<file path="config.mk">
export PLATFORM = sky130hd
export DESIGN_NAME = bcd_counter_2digit
export DESIGN_NICKNAME = d
export VERILOG_FILES = /design/src/rtl/bcd_pkg.sv /design/src/rtl/bcd_digit.sv /design/src/rtl/fadder_4bit.sv /design/src/rtl/bcd_counter_2digit.sv
export SDC_FILE = /design/constraint.sdc
export NUM_CORES = 1
export LEC_CHECK = 0
export ABC_AREA = 1
export BUFFER_PORTS_ARGS = -buffer_cell sky130_fd_sc_hd__buf_2
export CORE_MARGIN = 3
export CORE_UTILIZATION = 50
export CTS_CLUSTER_DIAMETER = 80
export DETAILED_ROUTE_END_ITERATION = 8
export GPL_TIMING_DRIVEN = 0
export HOLD_SLACK_MARGIN = 0.08
export PLACE_DENSITY = 0.74
export SLEW_MARGIN = 40
export SYNTH_ARGS = -nofsm -noshare
export SYNTH_HDL_FRONTEND = slang
export SYNTH_SLANG_ARGS = --single-unit
</file>
<file path="constraint.sdc">
create_clock -name clk_i -period 2.1 [get_ports clk_i]
set_clock_uncertainty 0.15 [all_clocks]
set_input_delay 0 -clock clk_i [delete_from_list [all_inputs] [get_ports clk_i]]
set_output_delay 0 -clock clk_i [all_outputs]
set_load 0.005 [all_outputs]
</file>
<file path="src/rtl/bcd_pkg.sv">
// rtl/bcd_pkg.sv - shared BCD digit type, operand constants and validity helper
package bcd_pkg;

  typedef logic [3:0] bcd_digit_t;

  localparam bcd_digit_t BCD_MAX = 4'd9;
  localparam bcd_digit_t BCD_MIN = 4'd0;
  localparam bcd_digit_t INC_OP  = 4'b0001;
  localparam bcd_digit_t DEC_OP  = 4'b1111;

  function automatic logic is_bcd(input bcd_digit_t d);
    return d <= BCD_MAX;
  endfunction

endpackage

</file>
<file path="src/rtl/bcd_digit.sv">
// rtl/bcd_digit.sv - one BCD digit register stepped through fadder_4bit
module bcd_digit
  import bcd_pkg::*;
#(
  parameter bcd_digit_t RST_DIGIT = BCD_MIN
) (
  input  logic       clk_i,
  input  logic       rst_ni,
  input  logic       clr_i,
  input  logic       load_i,
  input  bcd_digit_t load_val_i,
  input  logic       step_i,
  input  logic       up_i,
  output bcd_digit_t digit_o,
  output logic       bound_o,
  output logic       step_o
);

  bcd_digit_t r_digit;
  bcd_digit_t w_sum;
  bcd_digit_t w_next;
  logic       w_co;

  fadder_4bit u_add (
    .a_i (r_digit),
    .b_i (up_i ? INC_OP : DEC_OP),
    .c_i (1'b0),
    .s_o (w_sum),
    .c_o (w_co)
  );

  // Adding 4'b1111 carries out for every digit except 0, so a missing carry marks the borrow.
  assign bound_o = up_i ? (r_digit == BCD_MAX) : ~w_co;
  assign step_o  = step_i & bound_o;
  assign digit_o = r_digit;

  always_comb begin
    w_next = r_digit;
    if (clr_i) begin
      w_next = RST_DIGIT;
    end else if (load_i) begin
      w_next = load_val_i;
    end else if (step_i) begin
      w_next = bound_o ? (up_i ? BCD_MIN : BCD_MAX) : w_sum;
    end
  end

  always_ff @(posedge clk_i or negedge rst_ni) begin
    if (!rst_ni) begin
      r_digit <= RST_DIGIT;
    end else begin
      r_digit <= w_next;
    end
  end

endmodule

</file>
<file path="src/rtl/fadder_4bit.sv">
// rtl/fadder_4bit.sv - 4-bit ripple full adder with carry in/out
module fadder_4bit (
  input  logic [3:0] a_i,
  input  logic [3:0] b_i,
  input  logic       c_i,
  output logic [3:0] s_o,
  output logic       c_o
);

  assign {c_o, s_o} = {1'b0, a_i} + {1'b0, b_i} + {4'b0000, c_i};

endmodule

</file>
<file path="src/rtl/bcd_counter_2digit.sv">
// rtl/bcd_counter_2digit.sv - two-digit BCD up/down counter with load check and wrap/saturate
module bcd_counter_2digit
  import bcd_pkg::*;
#(
  parameter bit         WRAP_EN = 1'b1,
  parameter logic [7:0] RST_VAL = 8'h00
) (
  input  logic       clk_i,
  input  logic       rst_ni,
  input  logic       clr_i,
  input  logic       load_i,
  input  logic [7:0] load_val_i,
  input  logic       en_i,
  input  logic       up_i,
  output logic [7:0] cnt_o,
  output logic       tc_o,
  output logic       ovf_o,
  output logic       err_o
);

  bcd_digit_t w_ones;
  bcd_digit_t w_tens;
  logic       w_ones_bound;
  logic       w_tens_bound;
  logic       w_ones_step;
  logic       w_tens_step;
  logic       w_load_valid;
  logic       w_load_ok;
  logic       w_count;
  logic       w_hit;
  logic       r_ovf;
  logic       r_err;

  assign w_load_valid = is_bcd(load_val_i[7:4]) & is_bcd(load_val_i[3:0]);
  assign w_load_ok    = load_i & ~clr_i & w_load_valid;
  assign w_count      = en_i & ~clr_i & ~load_i;
  assign w_hit        = w_ones_bound & w_tens_bound;

  // In saturate mode the step at the bound is swallowed before it reaches either digit.
  bcd_digit #(.RST_DIGIT(RST_VAL[3:0])) u_ones (
    .clk_i      (clk_i),
    .rst_ni     (rst_ni),
    .clr_i      (clr_i),
    .load_i     (w_load_ok),
    .load_val_i (load_val_i[3:0]),
    .step_i     (w_count & ~(w_hit & ~WRAP_EN)),
    .up_i       (up_i),
    .digit_o    (w_ones),
    .bound_o    (w_ones_bound),
    .step_o     (w_ones_step)
  );

  bcd_digit #(.RST_DIGIT(RST_VAL[7:4])) u_tens (
    .clk_i      (clk_i),
    .rst_ni     (rst_ni),
    .clr_i      (clr_i),
    .load_i     (w_load_ok),
    .load_val_i (load_val_i[7:4]),
    .step_i     (w_ones_step),
    .up_i       (up_i),
    .digit_o    (w_tens),
    .bound_o    (w_tens_bound),
    .step_o     (w_tens_step)
  );

  always_ff @(posedge clk_i or negedge rst_ni) begin
    if (!rst_ni) begin
      r_ovf <= 1'b0;
      r_err <= 1'b0;
    end else begin
      r_ovf <= WRAP_EN ? w_tens_step : (w_count & w_hit);
      r_err <= load_i & ~clr_i & ~w_load_valid;
    end
  end

  assign cnt_o = {w_tens, w_ones};
  assign tc_o  = up_i ? (cnt_o == 8'h99) : (cnt_o == 8'h00);
  assign ovf_o = r_ovf;
  assign err_o = r_err;

endmodule

</file>
== Yosys cells after proc, flatten, opt, wreduce, memory -nomap -nowiden ==
Index checks and enable logic that the tools add are counted.
Word-level totals
  bits in registers: 10
  logic and storage cells: 40
Cells by class
  mux-type cells: 13
  eq/ne operators: 3
  bitwise operators: 13
  reduce and logical (&&, ||, !) cells: 3
  magnitude comparators: 2
  $add $sub $neg: 2
Operators with widths (number)
  $mux W4: 10
  $add A4 B4 Y5: 2
  $and A1 B1 Y1: 8
  $eq A4 B4 Y1 const B: 2
  $eq A8 B8 Y1 const B: 1
  $le A4 B4 Y1 const B: 2
  $logic_not A8 Y1: 1
  $reduce_bool A3 Y1: 2
  $not A1 Y1: 5
  $mux W1: 3

== Longest topological paths before layout ==
Gate-level depths: netlist of run 1.
  depth after elaboration: 8
  depth in mapped cells: 13
  gate-level depth less buffers: 13

== By module ==
A second synthesis of run 1 with hierarchy kept.
Unflattened totals
  cells, all modules: 160
  area total of the unflattened synthesis: 1027.2 um^2
By module, submodules not included
  bcd_digit: sequential area each 100.1 um^2, times used 2, cells an instance 44, area an instance 281.5 um^2
  fadder_4bit: sequential area each 0.0 um^2, times used 2, cells an instance 25, area an instance 165.2 um^2
  bcd_counter_2digit: sequential area each 50.0 um^2, times used 1, cells an instance 22, area an instance 133.9 um^2

== Worst setup path after synthesis of run 1 ==
No wires, ideal clock.
  path type: register to register
  from: register u_ones.r_digit[0] (netlist: u_ones.digit_o[0])
  to: register u_tens.r_digit[2] (netlist: u_tens.digit_o[2])
  library setup time: 0.065 ns
  path slack: 0.337 ns
  path buffers: 0
  arrival: 1.547 ns
  stages on the path, launching flop included: 11
  cell sequence: dfrtp_1 -> fa_1 -> nand2_1 -> nand2_1 -> nand2_1 -> nand2_1 -> nand2_1 -> nand2_1 -> a21oi_2 -> nand2_1 -> nand2_1
On the way
  longest elaborated chain between the ends: 5
  elaborated cells on any way between the ends: 6
Ends and longest elaborated chain
  from (decl): line bcd_digit.sv:19  | bcd_digit_t r_digit;
  from (signal assigned): line bcd_digit.sv:52  | r_digit <= w_next;
  $add A4 B4 Y5: line fadder_4bit.sv:10  | assign {c_o, s_o} = {1'b0, a_i} + {1'b0, b_i} + {4'b0000, c_i};
  $not A1 Y1: line bcd_digit.sv:33  | assign bound_o = up_i ? (r_digit == BCD_MAX) : ~w_co;
  $mux W1 *: line bcd_digit.sv:33
  $and A1 B1 Y1 *: line bcd_digit.sv:34  | assign step_o = step_i & bound_o;
  $reduce_bool A3 Y1 (no line) *
  to (signal assigned): line bcd_digit.sv:52
  to (decl): line bcd_digit.sv:19
Every way passes the cells marked *; elsewhere a longest branch is shown, timed or not.
A chain may end at the register's enable or synchronous reset.

== Worst setup path after layout of run 1 ==
  from: input port load_val_i[5]
  to: register r_err (netlist: err_o)
On the way
  longest elaborated chain between the ends: 4
Ends and longest elaborated chain
  from (decl): line bcd_counter_2digit.sv:12  | input logic [7:0] load_val_i,
  $le A4 B4 Y1: line bcd_pkg.sv:12  | return d <= BCD_MAX;
  $and A1 B1 Y1: line bcd_counter_2digit.sv:34  | assign w_load_valid = is_bcd(load_val_i[7:4]) & is_bcd(load_val_i[3:0]);
  $not A1 Y1: line bcd_counter_2digit.sv:72  | r_err <= load_i & ~clr_i & ~w_load_valid;
  $and A1 B1 Y1: line bcd_counter_2digit.sv:72
  to (signal assigned): line bcd_counter_2digit.sv:72
  to (decl): line bcd_counter_2digit.sv:32  | logic r_err;
Every way passes these cells.

==> flow_summary.rst, run 1 <==
.. list-table::
   :header-rows: 1

   * - Metric
     - Value
   * - Result of the run
     - finished clean
   * - GRT Total Usage
     - 22.7%
   * - Count of maximum capacitance violations
     - 0
   * - Synthesized area per cell
     - 6.58 um2
   * - Worst-path cell chain
     - dlygate4sd3_1 > buf_2 > o21ai_4 > dlygate4sd3_1 > a21boi_0 > dlygate4sd3_1
   * - Wire length of the first global-routing pass
     - 4.22 mm
   * - Portion of synthesized cell area occupied by the leading cell type
     - 27.2%
   * - Endpoints failing hold
     - 0
   * - Buffers on Ports
     - 24
   * - Setup crit start kind
     - input pin
   * - Number of levels in the clock H-tree
     - 1
   * - Share of synthesized area occupied by flip-flops and latches
     - 27.2%
   * - Floorplan die height
     - 48.9 um
   * - Detailed-routed wire length on met2
     - 1.33 mm
   * - Worst Path Arrival
     - 2.02 ns
   * - Initial antenna violation count
     - 0
   * - Worst-skew pair later-pin latency
     - 0.27 ns
   * - Post-synthesis net count
     - 162
   * - Area growth from synthesis to layout
     - 40.8%
   * - Number of optimization iterations in the first detailed-route pass
     - 4
   * - Largest driver fanout on the critical path
     - 3
   * - CP Capture Type
     - flop
   * - Transition time at the pin with the least slew margin
     - 0.468 ns
   * - Die X
     - 48.9 um
   * - Number of warning messages in the yosys log
     - 0
   * - Cell taking the most area after synthesis
     - sky130_fd_sc_hd__dfrtp_1
   * - Instance count of the mapped netlist
     - 140
   * - Shortest clock period the worst path allows after layout
     - 2.01 ns
   * - Initial DRC count
     - 13
   * - Total congestion overflow after global routing
     - 0
   * - Final antenna diode count
     - 0
   * - Final setup viols
     - 0
   * - Startpoint of the worst-slack reg-to-reg timing path
     - u_ones.digit_o[1]$_DFFE_PN0P_
   * - Number of buffers between clock root and the deepest sink
     - 2
   * - Count of vias placed by the detailed router
     - 1,043
   * - Share of cells above drive strength 1
     - 22.5%
   * - Count of buffer and inverter cells on the critical path
     - 4
   * - Hold/Removal Path Class
     - input pin to flop
   * - WL met3
     - 108 um
   * - Number of clock buffers inserted by TritonCTS
     - 3
   * - Final hold slack
     - 0.0944 ns
   * - Master of the slowest instance on the critical path
     - sky130_fd_sc_hd__dlygate4sd3_1
   * - Top cells by area, synth
     - sky130_fd_sc_hd__dfrtp_1 (27%), sky130_fd_sc_hd__nand2_1 (24%), sky130_fd_sc_hd__ha_1 (8.2%)
   * - Count of state elements after synthesis
     - 10
   * - IR drop worst, VDD
     - 0.432 mV
   * - Via count normalized by instance count
     - 4.94
   * - Count of placed standard cells in the final layout, fillers left out
     - 211
   * - Netlist area before placement
     - 921 um2
   * - Crit path largest cell delay
     - 0.56 ns
   * - Slew HR
     - 68.7%
   * - CP Data Required Time
     - 2.11 ns
   * - Achievable Freq
     - 0.498 GHz
   * - Clock slew at the register clock pins of the worst setup and hold paths
     - 0.07 ns
   * - GP Congestion
     - 0.791
   * - Kind of critical path
     - input pin to flop
   * - Final net count
     - 210
   * - RSZ-0062 raised after global routing
     - no
   * - Post-route met1 wirelength
     - 1.00 mm
   * - Initial Utilization
     - 57.1%
   * - Family with the most delay on the worst path
     - buffers and inverters
   * - Placeable Area
     - 1610 um2
   * - CTS sink cnt
     - 10
   * - TritonCTS clock tree
     - yes
   * - Post-route DRC violation count
     - 0
   * - Leak
     - 0.743 nW
   * - Final routed wire length divided by cell count
     - 11.8 um
   * - Top metal layer carrying routed signals
     - met4
   * - Period Utilization, post-route
     - 95.7%
   * - Count of different cell masters after synthesis
     - 24
   * - Total negative slack
     - 0 ns
   * - Vias in the first global route
     - 1,025
   * - Final-report max-slew violation count
     - 0
   * - DP Wirelength
     - 1.64 mm
   * - Placed Cells
     - 188
   * - Number of nets still failing antenna checks after routing
     - 0
   * - Power per cell area
     - 566 nW/um2
   * - Cell seen most often among critical-path stages
     - sky130_fd_sc_hd__dlygate4sd3_1
   * - Die area
     - 2390 um2
   * - Pin count of the biggest net entering global routing
     - 11
   * - Startpoint of the lowest-slack hold path
     - up_i
   * - Total I/O pin count
     - 25
   * - Routed wire length
     - 2.49 mm
   * - Clk Tree Root Cell
     - sky130_fd_sc_hd__clkbuf_4
   * - Critical path launch point
     - load_val_i[5]
   * - Number of rows in the core area
     - 14
==> path summary, 6_finish.rpt <==
path | to | slack (ns) | depth (start not counted)
max | err_o$_DFF_PN0_ | 0.09 | 6
min | ovf_o$_DFF_PN0_ | 0.09 | 5
max reg2reg | u_tens.digit_o[0]$_DFFE_PN0P_ | 0.17 | 10
min reg2reg | u_ones.digit_o[2]$_DFFE_PN0P_ | 0.42 | 2
max in group asynchronous | u_ones.digit_o[0]$_DFFE_PN0P_ | 0.87 | 3
min in group asynchronous | err_o$_DFF_PN0_ | 0.59 | 3
==> layer usage <==
metal  vias up  GRT usage, %
li1        542             -
met2        24          43.0
met5         -             0
met4         0          9.95
met1       473          23.5
met3         4          5.20
==> tightest hold or removal path, stage by stage <==
cell and delay [ns]:
sky130_fd_sc_hd__buf_2 0.12, sky130_fd_sc_hd__nand3_1 0.08, sky130_fd_sc_hd__nor2_1 0.05, sky130_fd_sc_hd__a21oi_1 0.17, sky130_fd_sc_hd__nor2_1 0.07
==> synth_stat cells <==
| cell type | number |
|---|---|
| sky130_fd_sc_hd__nor2_1 | 10 |
| sky130_fd_sc_hd__nand3_2 | 1 |
| sky130_fd_sc_hd__nand4_1 | 2 |
| sky130_fd_sc_hd__a21oi_2 | 1 |
| sky130_fd_sc_hd__nand3_1 | 9 |
| sky130_fd_sc_hd__ha_1 | 6 |
| sky130_fd_sc_hd__or2_2 | 3 |
| sky130_fd_sc_hd__nand2_1 | 58 |
| sky130_fd_sc_hd__o21ai_0 | 4 |
| sky130_fd_sc_hd__nand3b_1 | 1 |
| sky130_fd_sc_hd__a21boi_0 | 1 |
| sky130_fd_sc_hd__dfrtp_1 | 10 |
| sky130_fd_sc_hd__nor3_1 | 1 |
| sky130_fd_sc_hd__fa_1 | 2 |
| sky130_fd_sc_hd__a21oi_1 | 4 |
| sky130_fd_sc_hd__o21ai_4 | 1 |
| sky130_fd_sc_hd__nor2_2 | 2 |
| sky130_fd_sc_hd__inv_1 | 17 |
| sky130_fd_sc_hd__buf_6 | 1 |
| sky130_fd_sc_hd__o21a_1 | 1 |
| sky130_fd_sc_hd__o21ai_2 | 1 |
| sky130_fd_sc_hd__xnor2_1 | 1 |
| sky130_fd_sc_hd__nor4_1 | 1 |
| sky130_fd_sc_hd__o21ai_1 | 2 |
==> stage by stage <==
| step | cell area [um2] | power, mW | setup slack, ns | util (%) |
|---|---|---|---|---|
| after global routing | 1300 | 0.801 | 0.0170 | 80.4 |
| final | 1300 | 0.734 | 0.0903 | 80.4 |
| after CTS | 1280 | 0.726 | 0.105 | 79.3 |
| after floorplan | 921 | 0.433 | 0.337 | - |
| after detailed placement | 1070 | 0.520 | 0.129 | 66.5 |
| after global placement | 1070 | 0.516 | 0.168 | 66.5 |
==> kinds of logic after synthesis <==
family | Yosys count | share of synthesized area (%)
adders and majority gates | 8 | 12.5
xor gates and xnor gates | 1 | 0.951
AOI/OAI and AO/OA | 15 | 10.7
DFF | 10 | 27.2
and+or+nand+nor | 88 | 40.5
buffers and inverters | 18 | 8.15
==> power by group <==
| group | internal, mW | total (mW) | switching, mW | leakage [nW] |
|---|---|---|---|---|
| clock | 0.105 | 0.177 | 0.0718 | 0.0210 |
| combinational | 0.145 | 0.307 | 0.162 | 0.591 |
| sequential | 0.216 | 0.250 | 0.0339 | 0.131 |
==> flip-flops by register name, indices dropped and copies added (netlist names) <==
| signal | cells |
|---|---|
| u_ones.digit_o | 4 |
| u_tens.digit_o | 4 |
| ovf_o | 1 |
| err_o | 1 |
==> area by class of cell <==
type | count | area [um2]
multi-input combinational | 112 | 598
sequential | 10 | 251
tap | 24 | 30.0
fill | 117 | 315
timing repair buffer | 43 | 305
buffer | 1 | 11.3
clock buffer | 4 | 36.3
inverter | 17 | 63.8
==> layout by cell type (no fill, tap or decap), types with 3 or more instances in the layout <==
| cell | Yosys | routed |
|---|---|---|
| sky130_fd_sc_hd__a21oi_1 | 4 | 4 |
| sky130_fd_sc_hd__buf_2 | 0 | 24 |
| sky130_fd_sc_hd__clkbuf_4 | 0 | 3 |
| sky130_fd_sc_hd__dfrtp_1 | 10 | 9 |
| sky130_fd_sc_hd__dlygate4sd3_1 | 0 | 17 |
| sky130_fd_sc_hd__ha_1 | 6 | 6 |
| sky130_fd_sc_hd__inv_1 | 17 | 17 |
| sky130_fd_sc_hd__nand2_1 | 58 | 58 |
| sky130_fd_sc_hd__nand3_1 | 9 | 9 |
| sky130_fd_sc_hd__nor2_1 | 10 | 9 |
| sky130_fd_sc_hd__nor2_2 | 2 | 3 |
| sky130_fd_sc_hd__o21ai_0 | 4 | 4 |
| sky130_fd_sc_hd__or2_2 | 3 | 3 |
==> timing repair <==
| item | 4_1_cts | 5_1_grt |
|---|---|---|
| hold buffers | 17 | 0 |
| hold endpoints to repair | 20 | 0 |
| endpoints found under the setup margin | 0 | 4 |
| setup buffers | 0 | 2 |
| gates resized for setup | 0 | 2 |
Note: power is estimated with default switching activity, not from simulation.
==> run 2, diff against run 1 <==
ABC_AREA = unset   (was 1)
PLACE_DENSITY = 0.75   (was 0.74)
clock period = 2.5 ns   (was 2.1 ns; I/O delays follow)
==> flow_summary.rst, run 2 <==
.. list-table::
   :header-rows: 1

   * - Metric
     - Value
   * - Result of the run
     - finished clean
   * - Power per cell area
     - 518 nW/um2
   * - GRT Total Usage
     - 21.7%
   * - Worst r2r path cells
     - 7
   * - Worst-skew pair later-pin latency
     - 0.26 ns
   * - Initial Utilization
     - 54.9%
   * - Total stage count of the critical path
     - 7
   * - Reg2Reg Setup Slack
     - 0.21 ns
   * - Leak
     - 0.590 nW
   * - Family with the most delay on the worst path
     - buffers and inverters
   * - Slew HR
     - 68.5%
   * - Die X
     - 47.4 um
   * - DP Wirelength
     - 1.56 mm
   * - Most common library cell in the layout ignoring fill and taps
     - sky130_fd_sc_hd__buf_2
   * - Terminating pin of the worst hold path
     - u_ones.digit_o[3]$_DFFE_PN0P_
   * - Count of fill cells added during filler insertion
     - 121
   * - Worst hold path stage count
     - 4
   * - Number of optimization iterations in the first detailed-route pass
     - 5
   * - Startpoint of the worst-slack reg-to-reg timing path
     - u_ones.digit_o[3]$_DFFE_PN0P_
   * - Count of state elements after synthesis
     - 10
   * - Shortest clock period the worst path allows after layout
     - 2.29 ns
   * - Detailed-routed wire length on met2
     - 1.10 mm
   * - Total congestion overflow after global routing
     - 0
   * - Count of buffer and inverter cells on the critical path
     - 1
   * - Final antenna diode count
     - 0
   * - Instance count of the mapped netlist
     - 89
   * - Proportion of register bits with asynchronous set or reset after synthesis
     - 100%
   * - CP Capture Type
     - flop
   * - Number of buffers between clock root and the deepest sink
     - 2
   * - Endpoints failing hold
     - 0
   * - Startpoint of the lowest-slack hold path
     - load_val_i[3]
   * - Share of synthesized area occupied by flip-flops and latches
     - 29.2%
   * - Count of maximum capacitance violations
     - 0
   * - CP Data Required Time
     - 2.49 ns
   * - Worst Path Arrival
     - 2.28 ns
   * - Reg-to-reg endpoint
     - u_ones.digit_o[2]$_DFFE_PN0P_
   * - Initial antenna violation count
     - 0
   * - Pin count of the biggest net entering global routing
     - 11
   * - Cell seen most often among critical-path stages
     - sky130_fd_sc_hd__a211oi_1
   * - Period Utilization, post-route
     - 91.5%
   * - Wire length of the first global-routing pass
     - 3.48 mm
   * - Crit path largest cell delay
     - 0.56 ns
   * - Portion of synthesized cell area occupied by the leading cell type
     - 29.2%
   * - Total I/O pin count
     - 25
   * - Floorplan die height
     - 47.4 um
   * - Clock network power share
     - 17.7%
   * - Number of levels in the clock H-tree
     - 1
   * - Initial DRC count
     - 25
   * - Post-route DRC violation count
     - 0
   * - Buffers on Ports
     - 24
   * - Switching part of the total power
     - 35.6%
   * - Routed wire length
     - 2.17 mm
   * - Cell taking the most area after synthesis
     - sky130_fd_sc_hd__dfrtp_1
   * - Number of nets still failing antenna checks after routing
     - 0
   * - GP Congestion
     - 0.788
   * - Final routed wire length divided by cell count
     - 14.8 um
   * - Number of warning messages in the yosys log
     - 0
   * - Master of the slowest instance on the critical path
     - sky130_fd_sc_hd__dlygate4sd3_1
   * - Share of total power in sequential cells
     - 37.1%
   * - Netlist area before placement
     - 856 um2
   * - Top metal layer carrying routed signals
     - met4
   * - Worst-path cell chain
     - ha_1 > a211oi_1 > nand2_1 > o21a_1 > nand3_1 > a211oi_1 > dlygate4sd3_1
   * - Setup crit start kind
     - flop
   * - RSZ-0062 raised after global routing
     - no
   * - Commonest non-fill, non-tap cells in the layout
     - sky130_fd_sc_hd__buf_2 (24), sky130_fd_sc_hd__dlygate4sd3_1 (15), sky130_fd_sc_hd__dfrtp_1 (10)
   * - Psw
     - 216 uW
   * - Total negative slack
     - 0 ns
   * - Achievable Freq
     - 0.437 GHz
   * - List of most frequent post-synthesis cells
     - sky130_fd_sc_hd__dfrtp_1 (10), sky130_fd_sc_hd__nand2_1 (9), sky130_fd_sc_hd__nand3_1 (8)
   * - Post-route met1 wirelength
     - 980 um
   * - Top cells by area, synth
     - sky130_fd_sc_hd__dfrtp_1 (29%), sky130_fd_sc_hd__ha_1 (8.8%), sky130_fd_sc_hd__mux2_4 (7.0%)
   * - Total internal power
     - 390 uW
   * - Hold/Removal Path Class
     - input pin to flop
   * - Largest driver fanout on the critical path
     - 6
   * - Number of clock buffers inserted by TritonCTS
     - 3
   * - Number of rows in the core area
     - 14
   * - Combinational Power Share
     - 45.2%
   * - WL met3
     - 82 um
   * - Final-report max-slew violation count
     - 0
   * - Most common flop cell mapped by yosys
     - sky130_fd_sc_hd__dfrtp_1
   * - Number of synthesized flops with an enable pin
     - 0
   * - TritonCTS clock tree
     - yes
   * - Final setup viols
     - 0
   * - Vias in the first global route
     - 823
   * - Clk Tree Root Cell
     - sky130_fd_sc_hd__clkbuf_4
   * - Post-layout utilization of the core
     - 75.0%
   * - Transition time at the pin with the least slew margin
     - 0.471 ns
   * - IR drop worst, VDD
     - 0.335 mV
   * - Most frequently used cell type in the post-synthesis netlist
     - sky130_fd_sc_hd__dfrtp_1
   * - Final net count
     - 155
   * - Die area
     - 2240 um2
   * - CTS sink cnt
     - 10
   * - Placeable Area
     - 1560 um2
   * - Synthesized area per cell
     - 9.62 um2
   * - Count of vias placed by the detailed router
     - 869
   * - Area growth from synthesis to layout
     - 36.5%
   * - Via count normalized by instance count
     - 5.91
   * - Post-CTS setup buffers
     - 0
   * - Share of cells above drive strength 1
     - 29.0%
   * - Post-synthesis net count
     - 111
   * - Kind of critical path
     - flop to flop
   * - Count of different cell masters after synthesis
     - 38
   * - Clock slew at the register clock pins of the worst setup and hold paths
     - 0.06 ns
==> run 2: changes by cell type in the layout (fill, tap and decap cells not counted), moves of 2 or more <==
cell	delta
sky130_fd_sc_hd__inv_1	-16
sky130_fd_sc_hd__a21o_1	+3
sky130_fd_sc_hd__xor2_1	+4
sky130_fd_sc_hd__nor2_2	-3
sky130_fd_sc_hd__nand2_1	-49
sky130_fd_sc_hd__or2_2	-3
sky130_fd_sc_hd__o2111ai_1	+2
sky130_fd_sc_hd__nor3_1	+2
sky130_fd_sc_hd__a211oi_1	+4
sky130_fd_sc_hd__dlygate4sd3_1	-2
sky130_fd_sc_hd__mux2_4	+4
sky130_fd_sc_hd__o21ai_0	-2
sky130_fd_sc_hd__a21oi_1	+2
sky130_fd_sc_hd__nor2_1	-7
==> run 2: cell families after synthesis <==
family | synth area share (%)
compound gates | 22.7
xor+xnor | 4.09
simple gates | 18.9
buf+inv | 3.51
flops | 29.2
mux | 8.19
fa+ha+maj | 13.5
==> run 2: metrics by stage <==
| stage | power [mW] | area (um2) | worst slack (ns) | hold slack (ns) | instances |
|---|---|---|---|---|---|
| global route | 0.653 | 1170 | 0.0282 | 0.118 | 147 |
| global placement | 0.475 | 996 | 0.508 | -0.283 | 129 |
| detailed placement | 0.482 | 996 | 0.476 | -0.278 | 129 |
| CTS | 0.609 | 1170 | 0.195 | 0.0898 | 147 |
| finish | 0.606 | 1170 | 0.213 | 0.0916 | 147 |
| floorplan | 0.397 | 856 | 0.579 | -0.446 | 89 |
==> run 2: worst max path at each step <==
stage	start	endpoint	slack, ns
after floorplan	u_ones.digit_o[3]$_DFFE_PN0P_	u_tens.digit_o[0]$_DFFE_PN0P_	0.58
after detailed placement	u_ones.digit_o[3]$_DFFE_PN0P_	u_tens.digit_o[3]$_DFFE_PN0P_	0.48
final	u_ones.digit_o[3]$_DFFE_PN0P_	u_ones.digit_o[2]$_DFFE_PN0P_	0.21
after global placement	u_ones.digit_o[3]$_DFFE_PN0P_	u_tens.digit_o[0]$_DFFE_PN0P_	0.51
after CTS	u_ones.digit_o[3]$_DFFE_PN0P_	u_ones.digit_o[2]$_DFFE_PN0P_	0.20
after global routing	u_ones.digit_o[3]$_DFFE_PN0P_	u_ones.digit_o[0]$_DFFE_PN0P_	0.03
==> run 2: worst reg2reg max path: cells and delay by family, from the launching register on <==
family	cells	cell delay (ns)
buf+inv	1	0.56
compound gates	3	0.49
flops	1	0.43
fa+ha+maj	1	0.33
simple gates	2	0.21
==> run 2: power by group through the flow <==
stage	registers [mW]	logic (mW)	clock network (mW)
6_report	0.225	0.274	0.107
5_1_grt	0.230	0.304	0.119
4_1_cts	0.225	0.274	0.111
3_5_place_dp	0.228	0.254	0
3_3_place_gp	0.227	0.248	0
2_1_floorplan	0.220	0.177	0
==> run 2: routing by layer <==
layer  up-vias  GRT usage (%)
met1       414           27.5
met5         -              0
met4         0           6.63
met3         2           2.68
met2        29           37.7
li1        424              -
==> run 2: cell type report <==
class / count / area (um2) / share of cell area [%]
buffer: 3 / 26.3 / 2.25
tap: 16 / 20.0 / 1.71
clock buffer: 3 / 22.5 / 1.93
inverter: 1 / 3.75 / 0.321
multi-input combinational: 75 / 576 / 49.3
timing repair buffer: 39 / 270 / 23.1
sequential: 10 / 250 / 21.4
==> run 2: timing repair <==
item / 4_1_cts / 5_1_grt
hold endpoints to repair: 20 / 0
resized for setup: 0 / 0
hold buffers: 15 / 0
